$ cat config.mk
export PLATFORM = sky130hd
export DESIGN_NAME = btn_debounce_pulse
export DESIGN_NICKNAME = d
export VERILOG_FILES = /design/src/rtl/fsm_basics_pkg.sv /design/src/rtl/sync_2ff.sv /design/src/rtl/btn_debounce_pulse.sv
export SDC_FILE = /design/constraint.sdc
export NUM_CORES = 1
export LEC_CHECK = 0
export CAP_MARGIN = 40
export CORE_AREA = 2 2 39 41
export CTS_CLUSTER_SIZE = 30
export DETAILED_ROUTE_END_ITERATION = 12
export DIE_AREA = 0 0 41 43
export SYNTH_ARGS = -nofsm -noshare
export SYNTH_HDL_FRONTEND = slang
export SYNTH_HIERARCHICAL = 1
export SYNTH_SLANG_ARGS = --single-unit
$ cat constraint.sdc
create_clock -name clk -period 1.5 [get_ports clk]
set_input_delay 0.15 -clock clk [delete_from_list [all_inputs] [get_ports clk]]
set_output_delay 0.15 -clock clk [all_outputs]
set_load 0.03 [all_outputs]
$ cat src/rtl/fsm_basics_pkg.sv
// Shared definitions for the FSM_BASICS block family: button-conditioner
// state encodings and the default debounce length.
package fsm_basics_pkg;

  typedef enum logic [1:0] {
    BTN_IDLE        = 2'b00,
    BTN_ARM_PRESS   = 2'b01,
    BTN_HELD        = 2'b10,
    BTN_ARM_RELEASE = 2'b11
  } btn_state_e;

  localparam int BTN_DEBOUNCE_CYCLES_DEF = 4;

endpackage

$ cat src/rtl/sync_2ff.sv
// Two-flop synchroniser for a single asynchronous input. Both flops clear to 0
// on reset; shared by every asynchronous input in the FSM_BASICS family.
module sync_2ff (
  input  logic clk,
  input  logic rst,
  input  logic d,
  output logic q
);

  logic sync_p0;
  logic sync_p1;

  // Metastability chain: first flop may go metastable, second resolves it
  always_ff @(posedge clk) begin
    if (!rst) begin
      sync_p0 <= 1'b0;
      sync_p1 <= 1'b0;
    end else begin
      sync_p0 <= d;
      sync_p1 <= sync_p0;
    end
  end

  assign q = sync_p1;

endmodule

$ cat src/rtl/btn_debounce_pulse.sv
// Push-button conditioner: synchronises a raw bouncing pin, debounces it with
// a four-state FSM and emits a debounced level plus one-cycle press/release
// pulses. The press pulse feeds the din input of the downstream detectors.
module btn_debounce_pulse
  import fsm_basics_pkg::*;
#(
  parameter int DEBOUNCE_CYCLES = BTN_DEBOUNCE_CYCLES_DEF,
  parameter bit ACTIVE_LOW_BTN  = 1'b0
) (
  input  logic       clk,
  input  logic       rst,
  input  logic       btn_in,
  output logic       btn_level,
  output logic       btn_pulse,
  output logic       btn_release,
  output logic [1:0] state
);

  localparam int              CNT_W    = $clog2(DEBOUNCE_CYCLES);
  localparam logic [CNT_W-1:0] CNT_LAST = CNT_W'(DEBOUNCE_CYCLES - 1);

  logic             b;
  logic             s;
  btn_state_e       st;
  logic [CNT_W-1:0] cnt;

  // Polarity is normalised before synchronisation so reset-to-0 means "not pressed"
  assign b = btn_in ^ ACTIVE_LOW_BTN;

  sync_2ff u_sync (
    .clk (clk),
    .rst (rst),
    .d   (b),
    .q   (s)
  );

  // Debounce FSM, stability counter and registered outputs in one process
  always_ff @(posedge clk) begin
    if (!rst) begin
      st          <= BTN_IDLE;
      cnt         <= '0;
      btn_level   <= 1'b0;
      btn_pulse   <= 1'b0;
      btn_release <= 1'b0;
    end else begin
      btn_pulse   <= 1'b0;
      btn_release <= 1'b0;
      case (st)
        BTN_IDLE: begin
          btn_level <= 1'b0;
          if (s) begin
            st  <= BTN_ARM_PRESS;
            cnt <= '0;
          end
        end
        BTN_ARM_PRESS: begin
          if (!s) begin
            // Bounce: drop back without a pulse, counter restarts next time
            st  <= BTN_IDLE;
            cnt <= '0;
          end else if (cnt == CNT_LAST) begin
            st        <= BTN_HELD;
            cnt       <= '0;
            btn_level <= 1'b1;
            btn_pulse <= 1'b1;
          end else begin
            cnt <= cnt + 1'b1;
          end
        end
        BTN_HELD: begin
          btn_level <= 1'b1;
          if (!s) begin
            st  <= BTN_ARM_RELEASE;
            cnt <= '0;
          end
        end
        BTN_ARM_RELEASE: begin
          if (s) begin
            // Release bounce: level stays high, no second press pulse
            st  <= BTN_HELD;
            cnt <= '0;
          end else if (cnt == CNT_LAST) begin
            st          <= BTN_IDLE;
            cnt         <= '0;
            btn_level   <= 1'b0;
            btn_release <= 1'b1;
          end else begin
            cnt <= cnt + 1'b1;
          end
        end
        default: begin
          st        <= BTN_IDLE;
          cnt       <= '0;
          btn_level <= 1'b0;
        end
      endcase
    end
  end

  assign state = st;

endmodule

* Word level (Yosys, flattened, before mapping)
Index checks and enable logic that the tools add are counted.
** Operators by class
- $add $sub $neg :: 1
- Eq/ne operators :: 12
- Mux-type cells :: 19
- Bitwise operators :: 2
- Reductions and logical operators :: 6
** Operators with widths (number)
- $mux W2 :: 11
- $pmux W2 S4 :: 2
- $ne A2 B2 Y1 const B :: 4
- $reduce_and A4 Y1 :: 2
- $eq A2 B2 Y1 const B :: 3
- $mux W1 :: 5
- $ne A2 B1 Y1 const B :: 2
- $pmux W1 S4 :: 1
- $ne A3 B2 Y1 const B :: 1
- $ne A3 B3 Y1 const B :: 1
- $reduce_and A3 Y1 :: 1
- $reduce_or A3 Y1 :: 1
- $add A2 B1 Y2 const B :: 1
- $eq A2 B1 Y1 const B :: 1
- $logic_not A2 Y1 :: 1
- $not A1 Y1 :: 2
- $reduce_and A2 Y1 :: 1
** Word-level totals
- Register bits after elaboration :: 9
- Input port bits :: 3
- Output and inout port bits :: 5
- Word-level logic and storage cells :: 47

* Depth between registers and ports, before layout
Gate-level depths: netlist of run 1.
- Word-level depth :: 4
- Mapped depth :: 5
- Mapped depth without buffers :: 5

* Hierarchy
Netlist of run 1, hierarchy kept.
** By module, submodules not included
- btn_debounce_pulse :: times used 1, cells an instance 46, area an instance 444.2 um2, sequential area each 140.1 um2
- sync_2ff :: times used 1, cells an instance 4, area an instance 52.6 um2, sequential area each 40.0 um2

* Worst setup path after synthesis of run 1
Ideal clock, no wire load.
- Path kind :: register -> register
- Start :: register st[0], in the netlist state[0]
- End :: register btn_level
- Setup time :: 0.128 ns
- Arrival time :: 1.487 ns
- Required time :: 1.372 ns
- Setup slack :: -0.115 ns
- Stages on the path, launching flop included :: 6
- Path buffers :: 0
- Clock period less this slack :: 1.615 ns
- Cells stage by stage :: dfxtp_1 inv_1 ha_1 or3_1 o311ai_1 a211oi_1
** Between the ends
- Cells in the longest elaborated chain, start to end :: 3
- Elaborated cells between the ends (all ways) :: 10
- Classes of those cells :: eq/ne: 7; mux: 1; reduce/logical: 2
** RTL lines
- start: declaration :: RTL line btn_debounce_pulse.sv:24 : btn_state_e st;
- start signal: assignment :: RTL line btn_debounce_pulse.sv:40 : st <= BTN_IDLE;
- start signal: assignment :: RTL line btn_debounce_pulse.sv:52 : st <= BTN_ARM_PRESS;
- start signal: assignment :: RTL line btn_debounce_pulse.sv:59 : st <= BTN_IDLE;
- $eq A2 B1 Y1 or $eq A2 B2 Y1 (tied branches) :: RTL line btn_debounce_pulse.sv:48 : case (st)
- $ne A2 B1 Y1 (no source line) or $ne A2 B2 Y1 (tied branches)
- $reduce_and A4 Y1 (no source line)
- end signal: assignment :: RTL line btn_debounce_pulse.sv:42 : btn_level <= 1'b0;
- end signal: assignment :: RTL line btn_debounce_pulse.sv:50 : btn_level <= 1'b0;
- end signal: assignment :: RTL line btn_debounce_pulse.sv:64 : btn_level <= 1'b1;
- end: declaration :: RTL line btn_debounce_pulse.sv:13 : output logic btn_level,
Parallel ways exist; a longest one is shown, timed or not.
A chain may end at the register's enable or synchronous reset.

* Final worst setup path of run 1
Ends and elaborated chain as after synthesis.

==> results of run 1 <==
## stage by stage
step / std cells / power, µW / setup WS (ps)
global placement: 71 / 689 / 119
finish: 75 / 868 / 96.9
CTS: 75 / 881 / 15.1
floorplan: 50 / 590 / 38.2
global route: 75 / 922 / 36.1
detailed placement: 71 / 687 / 102
## routing by layer
layer  part of all wire  global-route usage  vias up
li1                   -                   -      200
met1               0.53               0.182      164
met2               0.45               0.159        4
met3              0.027              0.0471        0
met4                  0              0.0600        0
met5                  0                   0        -
## power by group
part	total [µW]	switching, µW	internal [µW]
combinational	354	192	162
sequential	324	41.6	283
clock	189	91.0	98.4
total	868	325	543
## layout make-up
type	instances	area [µm²]	share of cell area
clock buffers	3	22.5	0.0370
clock inverters	1	5.00	0.00821
inverters	3	11.3	0.0185
multi-input cells	36	290	0.476
flip-flops and latches	9	183	0.300
well taps	16	20.0	0.0329
repair buffers	7	77.6	0.127
## cells in the final DEF (no fill, tap or decap), types with 2 or more instances in the layout
cell type and n:
sky130_fd_sc_hd__and2_1 2, sky130_fd_sc_hd__nand2_1 3, sky130_fd_sc_hd__clkdlybuf4s50_1 4, sky130_fd_sc_hd__inv_1 3, sky130_fd_sc_hd__dfxtp_1 7, sky130_fd_sc_hd__nor2_1 2
sky130_fd_sc_hd__clkbuf_4 3, sky130_fd_sc_hd__o21ai_1 2, sky130_fd_sc_hd__nand2b_1 3, sky130_fd_sc_hd__o311ai_1 2, sky130_fd_sc_hd__ha_1 5, sky130_fd_sc_hd__mux2i_1 2
sky130_fd_sc_hd__dlymetal6s2s_1 3, sky130_fd_sc_hd__dfxtp_2 2
## worst min path at each step
stage	to	cells after the start
floorplan	u_sync/q	1
finish	u_sync/q	1
detailed placement	u_sync/q	1
global placement	u_sync/q	1
CTS	u_sync/q	1
global route	u_sync/sync_p0	2
## cells by family after synthesis
family                     Yosys count  share of synthesized area
and+or+nand+nor                     17                      0.207
AOI/OAI and AO/OA                    9                      0.126
DFF                                  9                      0.363
buffers and inverters                5                     0.0529
adders and majority gates            5                      0.126
muxes                                4                      0.108
xor gates and xnor gates             1                     0.0176
## what timing repair did
item                                   CTS  global route
resized for setup                        0             3
setup buffers                            0             0
endpoints found under the hold margin    0             0
setup endpoints to repair                0             3
==> reports/results.env, run 1 <==
NETLIST_AREA_UM2=497
FLOORPLAN.CORE_AREA_UM2=1380
DISTINCT_CELL_TYPE_COUNT_AFTER_SYNTHESIS=27
VIAS=368
PROPORTION_OF_REGISTER_BITS_WITH_ASYNCHRONOUS_SET_OR_RESET_AFTER_SYNTHESIS=0
MAXIMUM_BUFFER_DEPTH_OF_THE_CLOCK_TREE=2
DIE_HEIGHT_UM=43
SETUP.REG_TO_REG.WORST_SLACK_PS=100
SYNTH.YOSYS.WARNINGS=6
SYNTH.TOP_CELL.AREA_SHARE=0.363
HOLD_CLASS='register to register'
LAYOUT.NETS=68
FLOORPLAN.DIE.WIDTH_UM=41
SLEW_HEADROOM=0.727
TNS_PS=0
HOLDBUFCOUNTCTS=0
CLK_LATENCY_PS=260
POSTROUTEWIRELENGTH_UM=874
SEQUENCE_OF_CELLS_ON_THE_CRITICAL_PATH='inv_1 -> ha_1 -> or3_1 -> o311ai_1 -> a211oi_1'
N_FILL_CELL=129
REG2REG_FROM='state[0]'
DIEAREA_UM2=1760
PATH_DELAY_FAMILY='flip-flops'
DRV_CAP=0
CRIT_END='btn_level'
DRT_DRC_VIOLATIONS_LEFT=0
ROUTED_VIA_DENSITY=4.91
SYN_AVG_CELL_AREA_UM2=9.93
FIN_CRIT_PS=1400
GRT_SETUP_UNREPAIRED='no'
TRITONCTS.NUM_BUFFERS=3
WORSTREG2REGEND='btn_level'
MAXIMUM_FANOUT_ENCOUNTERED_ON_THE_CRITICAL_TIMING_PATH=6
FIRST_PASS_ITERS=1
VIAS_IN_THE_FIRST_GLOBAL_ROUTE=338
GRT_PASS1_WL_UM=1500
ROWS=14
CPMAXSTAGEDELAYCELL='sky130_fd_sc_hd__dfxtp_2'
INITIAL_CELL_DENSITY_OF_THE_CORE=0.359
SYNTHCELLS=50
SINKS_ON_CLOCK_NET=9
CTS_H_TREE_LVLS=1
VDD.IR_DROP.WORST_V=0.000586
WORSTPATHBUFFERINVERTERCOUNT=1
ENDPOINT_KIND='register'
INSERTEDDIODECOUNT=0
CLK_ROOT_BUFFER_CELL='sky130_fd_sc_hd__clkbuf_4'
CRITICAL_PATH.MAX_STAGE_DELAY_PS=370
POST-SYNTH-TOP-AREA-CELL='sky130_fd_sc_hd__dfxtp_1'
GRT.OVERFLOW.TOTAL=0
LEAKAGEPOWER_uW=0.000296
MAX_FREQ_MHz=713
CLKSLEWWORSTSETUPHOLDPATHS_PS=70
AREA_AFTER_DETAILED_PLACEMENT_UM2=574
SHARE_OF_THE_CLOCK_PERIOD_USED_BY_THE_WORST_PATH=0.935
NUMBER_OF_NETS_PRODUCED_BY_SYNTHESIS=58
HOLD_PATH.STARTPOINT='u_sync/sync_p0'
SYNTH_ENABLE_FLOP_CELLS=0
POST_DRT_WL_PER_CELL_UM=11.7
SLEW_VIOL_FINAL=0
TRACK_USAGE=0.126
CRITICAL_PATH.STARTPOINT='state[0]'
WORST_SLEW_PIN_SLEW_PS=409
YS_SEQ_AREA_FRAC=0.363
POWER_PER_CELL_AREA_nW_PER_UM2=1420
CLOCK_TREE_FROM_TRITONCTS='done'
FIN_UTIL=0.440
OUTCOME='finished, final reports clean'
TOTAL_NON_FILLER_CELL_AREA_IN_THE_FINISHED_LAYOUT_UM2=609
SETUP_VIOL=0
R2R.WORST_PATH.CELLS=5
INITIALDRTVIOLATIONCOUNT=0
FIN_HOLD_WS_PS=442
GRT_MAX_DEGREE=13
CP.REQUIRED_PS=1640
CRITPATHLAUNCHTYPE='register'
GP_CONGESTION=0.757
AREAGROWTHSYNTHTOFINISH_PCT=22.7
YS_SEQ_ELEMENTS=9
SYNTH_FF_TYPE='sky130_fd_sc_hd__dfxtp_1'
ROUTE.ANTENNA.REMAINING_NETS=0
SYNTHMOSTINSTANTIATEDCELL='sky130_fd_sc_hd__dfxtp_1'
POST_ROUTE_CELLS_DRIVE_ABOVE_1_SHARE=0.119
POST-DP-HPWL_UM=632
NUMPORTBUFFERS=7
YS_TOP_CELLS_BY_COUNT='sky130_fd_sc_hd__dfxtp_1 (9), sky130_fd_sc_hd__ha_1 (5), sky130_fd_sc_hd__inv_1 (3), sky130_fd_sc_hd__nand2_1 (3), sky130_fd_sc_hd__nand2b_1 (3)'
SYNTH_TOP_CELLS_BY_AREA='sky130_fd_sc_hd__dfxtp_1 (36%), sky130_fd_sc_hd__ha_1 (13%), sky130_fd_sc_hd__mux2i_4 (4.5%), sky130_fd_sc_hd__mux2i_1 (4.0%), sky130_fd_sc_hd__nand2b_1 (3.8%)'
WORST_EP_ARRIVAL_TIME_PS=1540
TIMING.CRITICAL_PATH.DEPTH=5
FINALHOLDVIOLCOUNT=0
NUMBER_OF_ANTENNA_VIOLATIONS_AT_THE_FIRST_CHECK_IN_GLOBAL_ROUTING=0
CLOCK-SKEW-FINAL_PS=9.61
CRIT_TYPE='register to register'
TOP_LEVEL_PORTS=8
Note: power is estimated with default switching activity, not from simulation.
==> run 2, diff against run 1 <==
- ABC_AREA: default -> 1
==> reports/results.env, run 2 <==
OUTCOME='finished, final reports clean'  # unchanged
CLK_ROOT_BUFFER_CELL='sky130_fd_sc_hd__clkbuf_4'  # unchanged
PROPORTION_OF_POWER_DRAWN_BY_COMBINATIONAL_GATES=0.454  # was 0.408
CRITICAL_PATH.MAX_STAGE_DELAY_PS=670  # was 370 ps
OVERALL_POWER_uW=958  # was 868 µW
REG2REG_FROM='state[0]'  # unchanged
SLEW_HEADROOM=0.777  # was 0.727
POSTROUTEWIRELENGTH_UM=896  # was 874 µm
CLKSLEWWORSTSETUPHOLDPATHS_PS=60  # was 70 ps
POST-SYNTH-TOP-AREA-CELL='sky130_fd_sc_hd__dfxtp_1'  # unchanged
LEAKAGEPOWER_uW=0.000293  # was 0.000296 µW
MAXIMUM_FANOUT_ENCOUNTERED_ON_THE_CRITICAL_TIMING_PATH=2  # was 6
DIE_HEIGHT_UM=43  # unchanged
SYNTH_ENABLE_FLOP_CELLS=0  # unchanged
VIAS=407  # was 368
SYNTHCELLS=64  # was 50
NUMBER_OF_NETS_PRODUCED_BY_SYNTHESIS=72  # was 58
MAX_FREQ_MHz=708  # was 713 MHz
HOLD_CLASS='register to register'  # unchanged
SINKS_ON_CLOCK_NET=9  # unchanged
AREA_AFTER_DETAILED_PLACEMENT_UM2=556  # was 574 µm²
WORST_EP_ARRIVAL_TIME_PS=1260  # was 1540 ps
CLOCK_TREE_FROM_TRITONCTS='done'  # unchanged
SYNTH_FF_TYPE='sky130_fd_sc_hd__dfxtp_1'  # unchanged
HOLD_PATH.STARTPOINT='u_sync/sync_p0'  # unchanged
TNS_PS=0  # unchanged
DRV_CAP=0  # unchanged
SYNTH_TOP_CELLS_BY_AREA='sky130_fd_sc_hd__dfxtp_1 (39%), sky130_fd_sc_hd__ha_1 (14%), sky130_fd_sc_hd__nand2_1 (12%), sky130_fd_sc_hd__inv_1 (9.0%), sky130_fd_sc_hd__nor2_1 (5.7%)'  # was sky130_fd_sc_hd__dfxtp_1 (36%), sky130_fd_sc_hd__ha_1 (13%), sky130_fd_sc_hd__mux2i_4 (4.5%), sky130_fd_sc_hd__mux2i_1 (4.0%), sky130_fd_sc_hd__nand2b_1 (3.8%)
SYN_AVG_CELL_AREA_UM2=7.16  # was 9.93 µm²
TRACK_USAGE=0.136  # was 0.126
POWER_FRAC_CLOCK=0.194  # was 0.218
TOP_LEVEL_PORTS=8  # unchanged
SETUP_VIOL=0  # unchanged
CP.REQUIRED_PS=1350  # was 1640 ps
PATH_DELAY_FAMILY='buffers and inverters'  # was flip-flops
SHARE_OF_THE_CLOCK_PERIOD_USED_BY_THE_WORST_PATH=0.942  # was 0.935
POWER_PER_CELL_AREA_nW_PER_UM2=1640  # was 1420 nW/µm²
TOTAL_NON_FILLER_CELL_AREA_IN_THE_FINISHED_LAYOUT_UM2=584  # was 609 µm²
NUMBER_OF_ANTENNA_VIOLATIONS_AT_THE_FIRST_CHECK_IN_GLOBAL_ROUTING=0  # unchanged
CTS_SETUP_BUFFERS=0  # unchanged
POST-DP-HPWL_UM=645  # was 632 µm
PROPORTION_OF_REGISTER_BITS_WITH_ASYNCHRONOUS_SET_OR_RESET_AFTER_SYNTHESIS=0  # unchanged
FIN_HOLD_WS_PS=413  # was 442 ps
GRT_PASS1_WL_UM=1550  # was 1500 µm
DISTINCT_CELL_TYPE_COUNT_AFTER_SYNTHESIS=13  # was 27
LAYOUT_COMMON_CELLS='sky130_fd_sc_hd__nand2_1 (15), sky130_fd_sc_hd__inv_1 (11), sky130_fd_sc_hd__dfxtp_1 (8), sky130_fd_sc_hd__nor2_1 (7)'  # was sky130_fd_sc_hd__dfxtp_1 (7), sky130_fd_sc_hd__ha_1 (5), sky130_fd_sc_hd__clkdlybuf4s50_1 (4)
SYNTH.TOP_CELL.AREA_SHARE=0.393  # was 0.363
GRT_MAX_DEGREE=9  # was 13
FIRST_PASS_ITERS=4  # was 1
FIN_CRIT_PS=1410  # was 1400 ps
CRITICAL_PATH.STARTPOINT='btn_level'  # was state[0]
CLK_LATENCY_PS=260  # about the same
SLEW_VIOL_FINAL=0  # unchanged
ROUTED_VIA_DENSITY=4.42  # was 4.91
POST_DRT_WL_PER_CELL_UM=9.74  # was 11.7 µm
SYNTH.YOSYS.WARNINGS=6  # unchanged
ROUTE.ANTENNA.REMAINING_NETS=0  # unchanged
DRT_DRC_VIOLATIONS_LEFT=0  # unchanged
MAXIMUM_BUFFER_DEPTH_OF_THE_CLOCK_TREE=2  # unchanged
HOLDBUFCOUNTCTS=0  # unchanged
SWITCHINGPOWER_uW=390  # was 325 µW
INSERTEDDIODECOUNT=0  # unchanged
GRT.OVERFLOW.TOTAL=0  # unchanged
VDD.IR_DROP.WORST_V=0.000592  # was 0.000586 V
DIEAREA_UM2=1760  # unchanged
SYNTHMOSTINSTANTIATEDCELL='sky130_fd_sc_hd__nand2_1'  # was sky130_fd_sc_hd__dfxtp_1
CPMAXSTAGEDELAYCELL='sky130_fd_sc_hd__clkdlybuf4s50_1'  # was sky130_fd_sc_hd__dfxtp_2
SEQPWRFRAC=0.352  # was 0.374
CRITPATHLAUNCHTYPE='register'  # unchanged
POST_ROUTE_CELLS_DRIVE_ABOVE_1_SHARE=0.118  # was 0.119
ROWS=14  # unchanged
YS_SEQ_ELEMENTS=9  # unchanged
AREAGROWTHSYNTHTOFINISH_PCT=27.6  # was 22.7%
YS_TOP_CELLS_BY_COUNT='sky130_fd_sc_hd__nand2_1 (15), sky130_fd_sc_hd__inv_1 (11), sky130_fd_sc_hd__dfxtp_1 (9), sky130_fd_sc_hd__nor2_1 (7), sky130_fd_sc_hd__ha_1 (5)'  # was sky130_fd_sc_hd__dfxtp_1 (9), sky130_fd_sc_hd__ha_1 (5), sky130_fd_sc_hd__inv_1 (3), sky130_fd_sc_hd__nand2_1 (3), sky130_fd_sc_hd__nand2b_1 (3)
INTERNAL_POWER_uW=568  # was 543 µW
WORST_SLEW_PIN_SLEW_PS=331  # was 409 ps
FLOORPLAN.CORE_AREA_UM2=1380  # unchanged
TRITONCTS.NUM_BUFFERS=3  # unchanged
VIAS_IN_THE_FIRST_GLOBAL_ROUTE=392  # was 338
FLOORPLAN.DIE.WIDTH_UM=41  # unchanged
WORSTPATHBUFFERINVERTERCOUNT=1  # unchanged
POWER_SWITCHING_SHARE=0.407  # was 0.374
CRIT_TYPE='register to primary output'  # was register to register
INITIAL_CELL_DENSITY_OF_THE_CORE=0.331  # was 0.359
YS_SEQ_AREA_FRAC=0.393  # was 0.363
INITIALDRTVIOLATIONCOUNT=2  # was 0
NETLIST_AREA_UM2=458  # was 497 µm²
SEQUENCE_OF_CELLS_ON_THE_CRITICAL_PATH='clkdlybuf4s50_1'  # was inv_1 -> ha_1 -> or3_1 -> o311ai_1 -> a211oi_1
GP_CONGESTION=0.812  # was 0.757
LAYOUT.NETS=85  # was 68
GRT_SETUP_UNREPAIRED='no'  # unchanged
MOSTFREQUENTLAYOUTCELL='sky130_fd_sc_hd__nand2_1'  # was sky130_fd_sc_hd__dfxtp_1
ENDPOINT_KIND='primary output'  # was register
CTS_H_TREE_LVLS=1  # unchanged
CLOCK-SKEW-FINAL_PS=3.85  # was 9.61 ps
NUMPORTBUFFERS=7  # unchanged
FINALHOLDVIOLCOUNT=0  # unchanged
run 2: layer usage:
metal | part of all wire | track usage | wire (µm) | vias up
met4 | 0 | 0.0400 | 0 | 0
met5 | 0 | 0 | 0 | -
met2 | 0.50 | 0.209 | 449 | 11
met3 | 0.071 | 0.0942 | 64 | 0
met1 | 0.43 | 0.141 | 383 | 171
li1 | - | - | - | 225
run 2: what timing repair did:
| action | CTS | global route |
|---|---|---|
| gates cloned | 0 | 0 |
| endpoints found under the setup margin | 1 | 4 |
| gates resized for setup | 1 | 2 |
run 2: final timing paths:
| path | cells after the start | slack, ps | endpoint |
|---|---|---|---|
| setup reg to reg | 8 | 180 | state[0] |
| hold / removal | 2 | 410 | u_sync/q |
| setup / recovery | 1 | 90 | btn_level |
| hold reg to reg | 2 | 410 | u_sync/q |
run 2: through the flow:
step | setup WS [ps] | cells | util
after CTS | 23.2 | 92 | 0.420
after global placement | 134 | 88 | 0.401
after global routing | 15.9 | 92 | 0.422
final | 87.3 | 92 | 0.422
after detailed placement | 131 | 88 | 0.401
after floorplan | 20.9 | 64 | -
run 2: area by class of cell:
type	count	area (µm²)
Sequential cell	9	181
Inverter	12	45.0
Tap cell	16	20.0
Clock buffer	4	26.3
Multi-Input combinational cell	43	233
Timing Repair Buffer	8	78.8
Fill cell	142	800
run 2: power by group through the flow:
stage	Sequential [µW]	Clock [µW]	Combinational, µW
after global routing	344	212	502
after detailed placement	339	0	440
after floorplan	389	0	255
after CTS	335	194	438
final	337	186	435
after global placement	337	0	437
run 2: logic make-up after synthesis:
| logic type | count (synthesis) | share of synthesized area |
|---|---|---|
| simple gates | 30 | 0.276 |
| buf+inv | 12 | 0.0984 |
| flops | 9 | 0.393 |
| compound gates | 8 | 0.0956 |
| fa+ha+maj | 5 | 0.137 |
